<file path="config.mk">
export PLATFORM = sky130hd
export DESIGN_NAME = control_sequencer
export DESIGN_NICKNAME = d
export VERILOG_FILES = /design/src/rtl/control_sequencer.sv
export SDC_FILE = /design/constraint.sdc
export NUM_CORES = 1
export LEC_CHECK = 0
export CAP_MARGIN = 10
export CORE_UTILIZATION = 60
export CTS_BUF_LIST = sky130_fd_sc_hd__clkbuf_4 sky130_fd_sc_hd__clkbuf_8
export DETAILED_ROUTE_END_ITERATION = 16
export DONT_BUFFER_PORTS = 1
export GPL_ROUTABILITY_DRIVEN = 0
export PLACE_DENSITY = 0.76
export RECOVER_POWER = 25
export SLEW_MARGIN = 10
export SYNTH_ARGS = -nofsm -noshare
export SYNTH_HDL_FRONTEND = slang
export SYNTH_SLANG_ARGS = --single-unit
</file>
<file path="constraint.sdc">
create_clock -name clock -period 2.4 [get_ports clock]
set_clock_uncertainty 0.2 [all_clocks]
set_input_delay 0.6 -clock clock [delete_from_list [all_inputs] [get_ports clock]]
set_output_delay 0.6 -clock clock [all_outputs]
set_load 0.005 [all_outputs]
</file>
<file path="src/rtl/control_sequencer.sv">
// control_sequencer: hardwired Moore control unit for DataPath.
// After each fetch (T0..T2) it branches on the IR opcode and steps through a
// fixed T-state sequence per instruction class: ld, ldi, st, R-type ALU,
// I-type ALU, br, jr, nop and halt. Any opcode it does not recognise runs as nop.
//
// Ports:
//   clock       system clock; the state register updates on the falling edge
//   clear       asynchronous active-low reset (forces RESET)
//   IR          instruction register contents; the opcode is IR[31:27]
//   CON         branch condition flag, used combinationally in br T6
//   stop        halt request, honoured only at an instruction boundary
//   run         high in every state except RESET and HALT
//   PCout..Cout datapath register strobes
//   read, write, RAMenable                memory controls
//   Gra, Grb, Grc, Rin, Rout, BAout, conin register-select and CON controls
//   ZMuxEnable, ZSelect, ZMuxOut          Z mux controls
//   aluControl  ALU operation code
//   state_dbg   current FSM state, for observation only
//
// Handshake: none. Each state lasts exactly one clock. Every strobe is a
// registered decode of the state, so the strobes are stable across the
// datapath's rising edge. The one exception is br T6: there ZLOout and PCin
// are gated by CON combinationally.
module control_sequencer #(
   parameter int          OPW      = 5,
   parameter logic [4:0]  ADD_CODE = 5'b00011
) (
   input  logic        clock,
   input  logic        clear,
   input  logic [31:0] IR,
   input  logic        CON,
   input  logic        stop,
   output logic        run,
   output logic        PCout,
   output logic        IncPC,
   output logic        MARin,
   output logic        PCin,
   output logic        MDRin,
   output logic        MDRout,
   output logic        IRin,
   output logic        Yin,
   output logic        ZLOin,
   output logic        ZLOout,
   output logic        Cout,
   output logic        read,
   output logic        write,
   output logic        RAMenable,
   output logic        Gra,
   output logic        Grb,
   output logic        Grc,
   output logic        Rin,
   output logic        Rout,
   output logic        BAout,
   output logic        conin,
   output logic        ZMuxEnable,
   output logic        ZSelect,
   output logic        ZMuxOut,
   output logic [4:0]  aluControl,
   output logic [4:0]  state_dbg
);

   localparam logic [OPW-1:0] OP_LD   = 5'b00000;
   localparam logic [OPW-1:0] OP_LDI  = 5'b00001;
   localparam logic [OPW-1:0] OP_ST   = 5'b00010;
   localparam logic [OPW-1:0] OP_ADD  = 5'b00011;
   localparam logic [OPW-1:0] OP_SUB  = 5'b00100;
   localparam logic [OPW-1:0] OP_AND  = 5'b00101;
   localparam logic [OPW-1:0] OP_OR   = 5'b00110;
   localparam logic [OPW-1:0] OP_ADDI = 5'b01100;
   localparam logic [OPW-1:0] OP_ANDI = 5'b01101;
   localparam logic [OPW-1:0] OP_ORI  = 5'b01110;
   localparam logic [OPW-1:0] OP_BR   = 5'b10010;
   localparam logic [OPW-1:0] OP_JR   = 5'b10100;
   localparam logic [OPW-1:0] OP_HALT = 5'b11011;

   typedef enum logic [4:0] {
      S_RESET, S_HALT, S_T0, S_T1, S_T2,
      S_LDI_T3, S_LDI_T4, S_LDI_T5,
      S_LD_T3, S_LD_T4, S_LD_T5, S_LD_T6, S_LD_T7,
      S_ST_T3, S_ST_T4, S_ST_T5, S_ST_T6, S_ST_T7,
      S_R_T3, S_R_T4, S_R_T5,
      S_I_T3, S_I_T4, S_I_T5,
      S_BR_T3, S_BR_T4, S_BR_T5, S_BR_T6,
      S_JR_T3
   } state_t;

   typedef struct packed {
      logic run, pc_out, inc_pc, mar_in, pc_in, mdr_in, mdr_out, ir_in;
      logic y_in, zlo_in, zlo_out, c_out, read, write, ram_enable;
      logic gra, grb, grc, r_in, r_out, ba_out, con_in;
      logic zmux_enable, zselect, zmux_out;
      logic [4:0] alu;
   } ctrl_t;

   state_t         state_q, state_d;
   logic [OPW-1:0] op_q, op_d;
   ctrl_t          ctrl_q, ctrl_d;
   state_t         boundary;
   logic           br_take;
   logic           unused_ir;

   // Only the opcode field of IR is used here.
   assign unused_ir = ^IR[31-OPW:0];

   // Next state. The opcode is latched when leaving T2 so the ALU code
   // stays fixed for the whole instruction.
   always_comb begin
      state_d  = state_q;
      op_d     = op_q;
      boundary = stop ? S_HALT : S_T0;
      case (state_q)
         S_RESET:  state_d = S_T0;
         S_HALT:   state_d = S_HALT;
         S_T0:     state_d = S_T1;
         S_T1:     state_d = S_T2;
         S_T2: begin
            op_d = IR[31 -: OPW];
            case (IR[31 -: OPW])
               OP_LD:                          state_d = S_LD_T3;
               OP_LDI:                         state_d = S_LDI_T3;
               OP_ST:                          state_d = S_ST_T3;
               OP_ADD, OP_SUB, OP_AND, OP_OR:  state_d = S_R_T3;
               OP_ADDI, OP_ANDI, OP_ORI:       state_d = S_I_T3;
               OP_BR:                          state_d = S_BR_T3;
               OP_JR:                          state_d = S_JR_T3;
               OP_HALT:                        state_d = S_HALT;
               default:                        state_d = boundary; // nop
            endcase
         end
         S_LDI_T3: state_d = S_LDI_T4;
         S_LDI_T4: state_d = S_LDI_T5;
         S_LD_T3:  state_d = S_LD_T4;
         S_LD_T4:  state_d = S_LD_T5;
         S_LD_T5:  state_d = S_LD_T6;
         S_LD_T6:  state_d = S_LD_T7;
         S_ST_T3:  state_d = S_ST_T4;
         S_ST_T4:  state_d = S_ST_T5;
         S_ST_T5:  state_d = S_ST_T6;
         S_ST_T6:  state_d = S_ST_T7;
         S_R_T3:   state_d = S_R_T4;
         S_R_T4:   state_d = S_R_T5;
         S_I_T3:   state_d = S_I_T4;
         S_I_T4:   state_d = S_I_T5;
         S_BR_T3:  state_d = S_BR_T4;
         S_BR_T4:  state_d = S_BR_T5;
         S_BR_T5:  state_d = S_BR_T6;
         S_LDI_T5, S_LD_T7, S_ST_T7, S_R_T5, S_I_T5, S_BR_T6, S_JR_T3:
                   state_d = boundary;
         default:  state_d = S_RESET;
      endcase
   end

   // Output decode of the next state, registered alongside it so that the
   // outputs are a clean function of state_q.
   always_comb begin
      ctrl_d     = '0;
      ctrl_d.run = (state_d != S_RESET) && (state_d != S_HALT);
      case (state_d)
         S_T0: begin ctrl_d.pc_out = 1'b1; ctrl_d.mar_in = 1'b1; ctrl_d.inc_pc = 1'b1; end
         S_T1, S_LD_T6: begin
            ctrl_d.read = 1'b1; ctrl_d.ram_enable = 1'b1; ctrl_d.mdr_in = 1'b1;
         end
         S_T2: begin ctrl_d.mdr_out = 1'b1; ctrl_d.ir_in = 1'b1; end
         S_LDI_T3, S_LD_T3, S_ST_T3: begin
            ctrl_d.grb = 1'b1; ctrl_d.ba_out = 1'b1; ctrl_d.y_in = 1'b1;
         end
         S_LDI_T4, S_LD_T4, S_ST_T4, S_BR_T5: begin
            ctrl_d.c_out = 1'b1; ctrl_d.zlo_in = 1'b1; ctrl_d.alu = ADD_CODE;
         end
         // ZSelect stays 0 to pick the immediate path through the Z mux.
         S_LDI_T5: begin
            ctrl_d.zmux_enable = 1'b1; ctrl_d.zmux_out = 1'b1;
            ctrl_d.gra = 1'b1; ctrl_d.r_in = 1'b1;
         end
         S_LD_T5, S_ST_T5: begin ctrl_d.zlo_out = 1'b1; ctrl_d.mar_in = 1'b1; end
         S_LD_T7: begin ctrl_d.mdr_out = 1'b1; ctrl_d.gra = 1'b1; ctrl_d.r_in = 1'b1; end
         // read=0 makes MDR load from the bus rather than from memory.
         S_ST_T6: begin ctrl_d.gra = 1'b1; ctrl_d.r_out = 1'b1; ctrl_d.mdr_in = 1'b1; end
         S_ST_T7: begin ctrl_d.write = 1'b1; ctrl_d.ram_enable = 1'b1; end
         S_R_T3, S_I_T3: begin ctrl_d.grb = 1'b1; ctrl_d.r_out = 1'b1; ctrl_d.y_in = 1'b1; end
         S_R_T4: begin
            ctrl_d.grc = 1'b1; ctrl_d.r_out = 1'b1; ctrl_d.zlo_in = 1'b1;
            ctrl_d.alu = 5'(op_d);
         end
         S_I_T4: begin
            ctrl_d.c_out = 1'b1; ctrl_d.zlo_in = 1'b1;
            case (op_d)
               OP_ADDI: ctrl_d.alu = 5'b00011;
               OP_ANDI: ctrl_d.alu = 5'b00101;
               OP_ORI:  ctrl_d.alu = 5'b00110;
               default: ctrl_d.alu = 5'b00000;
            endcase
         end
         S_R_T5, S_I_T5: begin ctrl_d.zlo_out = 1'b1; ctrl_d.gra = 1'b1; ctrl_d.r_in = 1'b1; end
         S_BR_T3: begin ctrl_d.gra = 1'b1; ctrl_d.r_out = 1'b1; ctrl_d.con_in = 1'b1; end
         S_BR_T4: begin ctrl_d.pc_out = 1'b1; ctrl_d.y_in = 1'b1; end
         S_JR_T3: begin ctrl_d.gra = 1'b1; ctrl_d.r_out = 1'b1; ctrl_d.pc_in = 1'b1; end
         default: ;
      endcase
   end

   always_ff @(negedge clock or negedge clear) begin
      if (!clear) begin
         state_q <= S_RESET;
         op_q    <= '0;
         ctrl_q  <= '0;
      end else begin
         state_q <= state_d;
         op_q    <= op_d;
         ctrl_q  <= ctrl_d;
      end
   end

   // The taken-branch strobes follow CON live during br T6.
   assign br_take = (state_q == S_BR_T6) && CON;

   assign run        = ctrl_q.run;
   assign PCout      = ctrl_q.pc_out;
   assign IncPC      = ctrl_q.inc_pc;
   assign MARin      = ctrl_q.mar_in;
   assign PCin       = ctrl_q.pc_in | br_take;
   assign MDRin      = ctrl_q.mdr_in;
   assign MDRout     = ctrl_q.mdr_out;
   assign IRin       = ctrl_q.ir_in;
   assign Yin        = ctrl_q.y_in;
   assign ZLOin      = ctrl_q.zlo_in;
   assign ZLOout     = ctrl_q.zlo_out | br_take;
   assign Cout       = ctrl_q.c_out;
   assign read       = ctrl_q.read;
   assign write      = ctrl_q.write;
   assign RAMenable  = ctrl_q.ram_enable;
   assign Gra        = ctrl_q.gra;
   assign Grb        = ctrl_q.grb;
   assign Grc        = ctrl_q.grc;
   assign Rin        = ctrl_q.r_in;
   assign Rout       = ctrl_q.r_out;
   assign BAout      = ctrl_q.ba_out;
   assign conin      = ctrl_q.con_in;
   assign ZMuxEnable = ctrl_q.zmux_enable;
   assign ZSelect    = ctrl_q.zselect;
   assign ZMuxOut    = ctrl_q.zmux_out;
   assign aluControl = ctrl_q.alu;
   assign state_dbg  = state_q;

endmodule
</file>
==> flow_metrics.py <==
metrics = {
    "global_route": {
        "grtUsageMet1_pct": 40.51,
        "grt_overflow_total": 0,
        "grt_max_degree": 39,
        "track_usage_pct": 34.04,
        "use_met3_pct": 7.721,
        "antenna_found_initial": 0,
        "use_met2_pct": 55.63,
        "grt_first_pass_wirelength_um": 9770,
        "grt-busiest-layer": "met2",
        "grt_pass1_vias": 1995,
    },
    "placement": {
        "place_ws_ns": -1.295,
        "hpwl_um": 3477,
        "placement.io_buffers": 0,
    },
    "yosys": {
        "synth_cell_types": 57,
        "synth_flop_cell": "dfrtn_1",
        "async_flop_share_pct": 100.0,
        "synth_edf_count": 0,
        "synth_area_sq_um": 2167,
        "synthCells": 237,
        "syn_area_per_cell_sq_um": 9.144,
        "ys_ff_latch": 38,
        "ys_warn_count": 0,
        "yosysSeqAreaShare_pct": 43.88,
        "syn_nets": 273,
    },
    "run_status": {
        "violations": "negative setup slack",
        "status": "finished, violations left",
    },
    "clock_tree": {
        "root_buffer": "clkbuf_4",
        "cts_max_level": 2,
        "cts.sinks": 38,
        "clkTransAtPathRegs_ns": 0.09,
        "cts_hold_buf": 0,
        "clkLatencyLatePin_ns": 0.35,
        "clk_path_buf_depth": 2,
        "cts_tree": "yes",
        "numCtsBuffers": 5,
    },
    "floorplan": {
        "coreArea_sq_um": 3390,
        "die_x_um": 62.10,
        "dieArea_sq_um": 3856,
        "io_pins": 71,
        "die_y_um": 62.10,
        "num_rows": 21,
        "initial_core_util_pct": 63.94,
    },
    "power_and_ir_drop": {
        "power.switching_w": 0.001979,
        "p_leak_nw": 1.416,
        "pwr_density_cell_nw_per_um2": 1562,
        "switching_share_pct": 42.02,
        "p_seq_share_pct": 21.3,
        "vdd_ir_drop_max_mv": 0.9819,
        "clkPwrFrac_pct": 12.3,
        "comb_power_share_pct": 66.4,
        "p_int_w": 0.002731,
    },
    "sta": {
        "slew_violations": 0,
        "rsz0062_at_grt": "yes",
        "relSlewSlack_pct": 46.96,
        "finalHoldViolCount": 0,
        "finalSetupViolCount": 60,
        "worst_slack_ns": -1.006,
        "fin_setup_tns_ns": -34.80,
        "tightest_slew_ns": 0.7896,
    },
    "hold_path": {
        "min_path_type": "reg -> reg",
    },
    "drt": {
        "drt-total-wl_um": 8551,
        "drtIter0Drc": 313,
        "wire_per_inst_um": 26.56,
        "firstDrtPassIters": 7,
        "antenna_left": 0,
        "vias": 2278,
        "vias_per_cell": 7.075,
        "drc_errors": 0,
    },
    "finish": {
        "final_layout_size_suffix_gt1_share_pct": 42.75,
        "fill_cells": 129,
        "n_antenna_cell": 0,
        "nNetsFinal": 311,
        "synthToLayoutAreaGrowth_pct": 39.20,
    },
    "flow_run": {
        "maxCapViolCount": 0,
    },
    "critical_path": {
        "crit_arrival_ns": 2.39,
        "critPathSlowestCell": "or4_4",
        "crit_path_cell_trace": "or2_4 > o2111a_2 > o21ba_1 > o31a_1 > and2_4 > or4_4 > nand2_1",
        "crit_fanout": 13,
        "critPathKind": "in -> reg",
        "end_kind": "register",
        "cp-start-kind": "input port",
        "required_ns": 1.38,
        "critical_path.max_stage_delay_ns": 0.46,
    },
}
## layout by cell type (no fill, tap or decap), types with 5 or more instances in the layout
cell,count
and2_1,6
o21ai_0,10
clkbuf_4,5
nand3_1,9
nand2b_1,5
nand2_1,26
nand3_2,5
buf_4,32
dfrtn_1,38
buf_6,11
inv_1,5
nor2_1,12
nor3_1,6
## logic make-up after synthesis
group	Yosys count	synth area share (%)
compound gates	49	17.03
xor+xnor	4	1.617
buf+inv	32	8.026
flops	38	43.88
mux	3	1.559
other cells	1	0.1730
simple gates	110	27.71
## Yosys cell counts, types with 3 or more instances
library cell	count	share of area [%]
buf_2	10	2.3
mux2_2	3	1.6
nand3_1	14	3.2
o21ai_0	13	3.0
and2_1	8	2.3
a2bb2oi_1	3	1.2
dfrtn_1	38	44
buf_4	9	3.1
or2_1	4	1.2
nand2b_1	5	1.4
nor3_1	6	1.4
nor2_1	17	2.9
a21oi_1	5	1.2
nor2b_1	6	1.7
or2_2	4	1.2
nand2_1	27	4.7
inv_1	10	1.7
nand3b_1	3	1.0
nor3b_1	3	1.0
xnor2_1	3	1.2
## flip-flops by register name, indices dropped and copies added (netlist names), 2 cells and up
name / cells
state_dbg: 5
aluControl: 5
ctrl_q: 2
op_q: 5
## stage by stage
stage	hold WS [ns]	instances	utilization [%]	area, sq um	power, W
5_1_grt	0.2926	322	89.00	3017	0.004799
4_1_cts	0.2607	303	79.85	2706	0.003657
3_3_place_gp	0.2426	289	69.18	2345	0.002598
6_report	0.2798	322	89.00	3017	0.004711
3_5_place_dp	0.2500	289	69.18	2345	0.002669
2_1_floorplan	0.2237	237	-	2268	0.002245
## cell type report
class	count	area [sq um]	share of cell area [%]
multi-input combinational	167	1267	42.02
clock inverter	3	68.82	2.281
sequential	38	950.9	31.52
tap	46	57.56	1.908
inverter	10	45.04	1.493
clock buffer	5	37.54	1.244
timing repair buffer	53	589.3	19.54
## power by group through the flow
stage	Clock [W]	Sequential [W]	Combinational, W
detailed placement	0	0.000978	0.00169
global placement	0	0.000970	0.00163
CTS	0.000554	0.000978	0.00212
finish	0.000581	0.00100	0.00313
floorplan	0	0.000980	0.00127
global route	0.000592	0.00102	0.00319
## per-layer routing
| metal | vias up | part of all wire [%] |
|---|---|---|
| met1 | 1054 | 34 |
| met2 | 257 | 44 |
| met4 | 0 | 7.8 |
| li1 | 891 | - |
| met3 | 76 | 14 |
| met5 | - | 0 |
## worst max-delay path: cells and delay by family
kind	cells	cell delay [ns]
AO/OA/AOI/OAI	3	0.79
AND/OR/NAND/NOR	4	0.99
## path summary, 6_finish.rpt
check,startpoint,end,slack [ns],depth (start not counted)
setup / recovery,IR[30],Rin$_DFF_NN0_,-1.01,7
hold / removal,op_q[0]$_DFF_NN0_,op_q[0]$_DFF_NN0_,0.28,1
setup reg to reg,state_dbg[0]$_DFF_NN0_,Yin$_DFF_NN0_,-0.45,13
hold reg to reg,op_q[0]$_DFF_NN0_,op_q[0]$_DFF_NN0_,0.28,1
max in group asynchronous,clear,IRin$_DFF_NN0_,1.06,0
min in group asynchronous,clear,BAout$_DFF_NN0_,0.81,0
## timing repair
item / CTS / global route
endpoints found under the setup margin: 60 / 60
gates resized for setup: 37 / 23
pin swaps: 10 / 11
gates cloned: 3 / 4
buffers inserted: 3 / 16
Power figures use the tool's default switching activity.
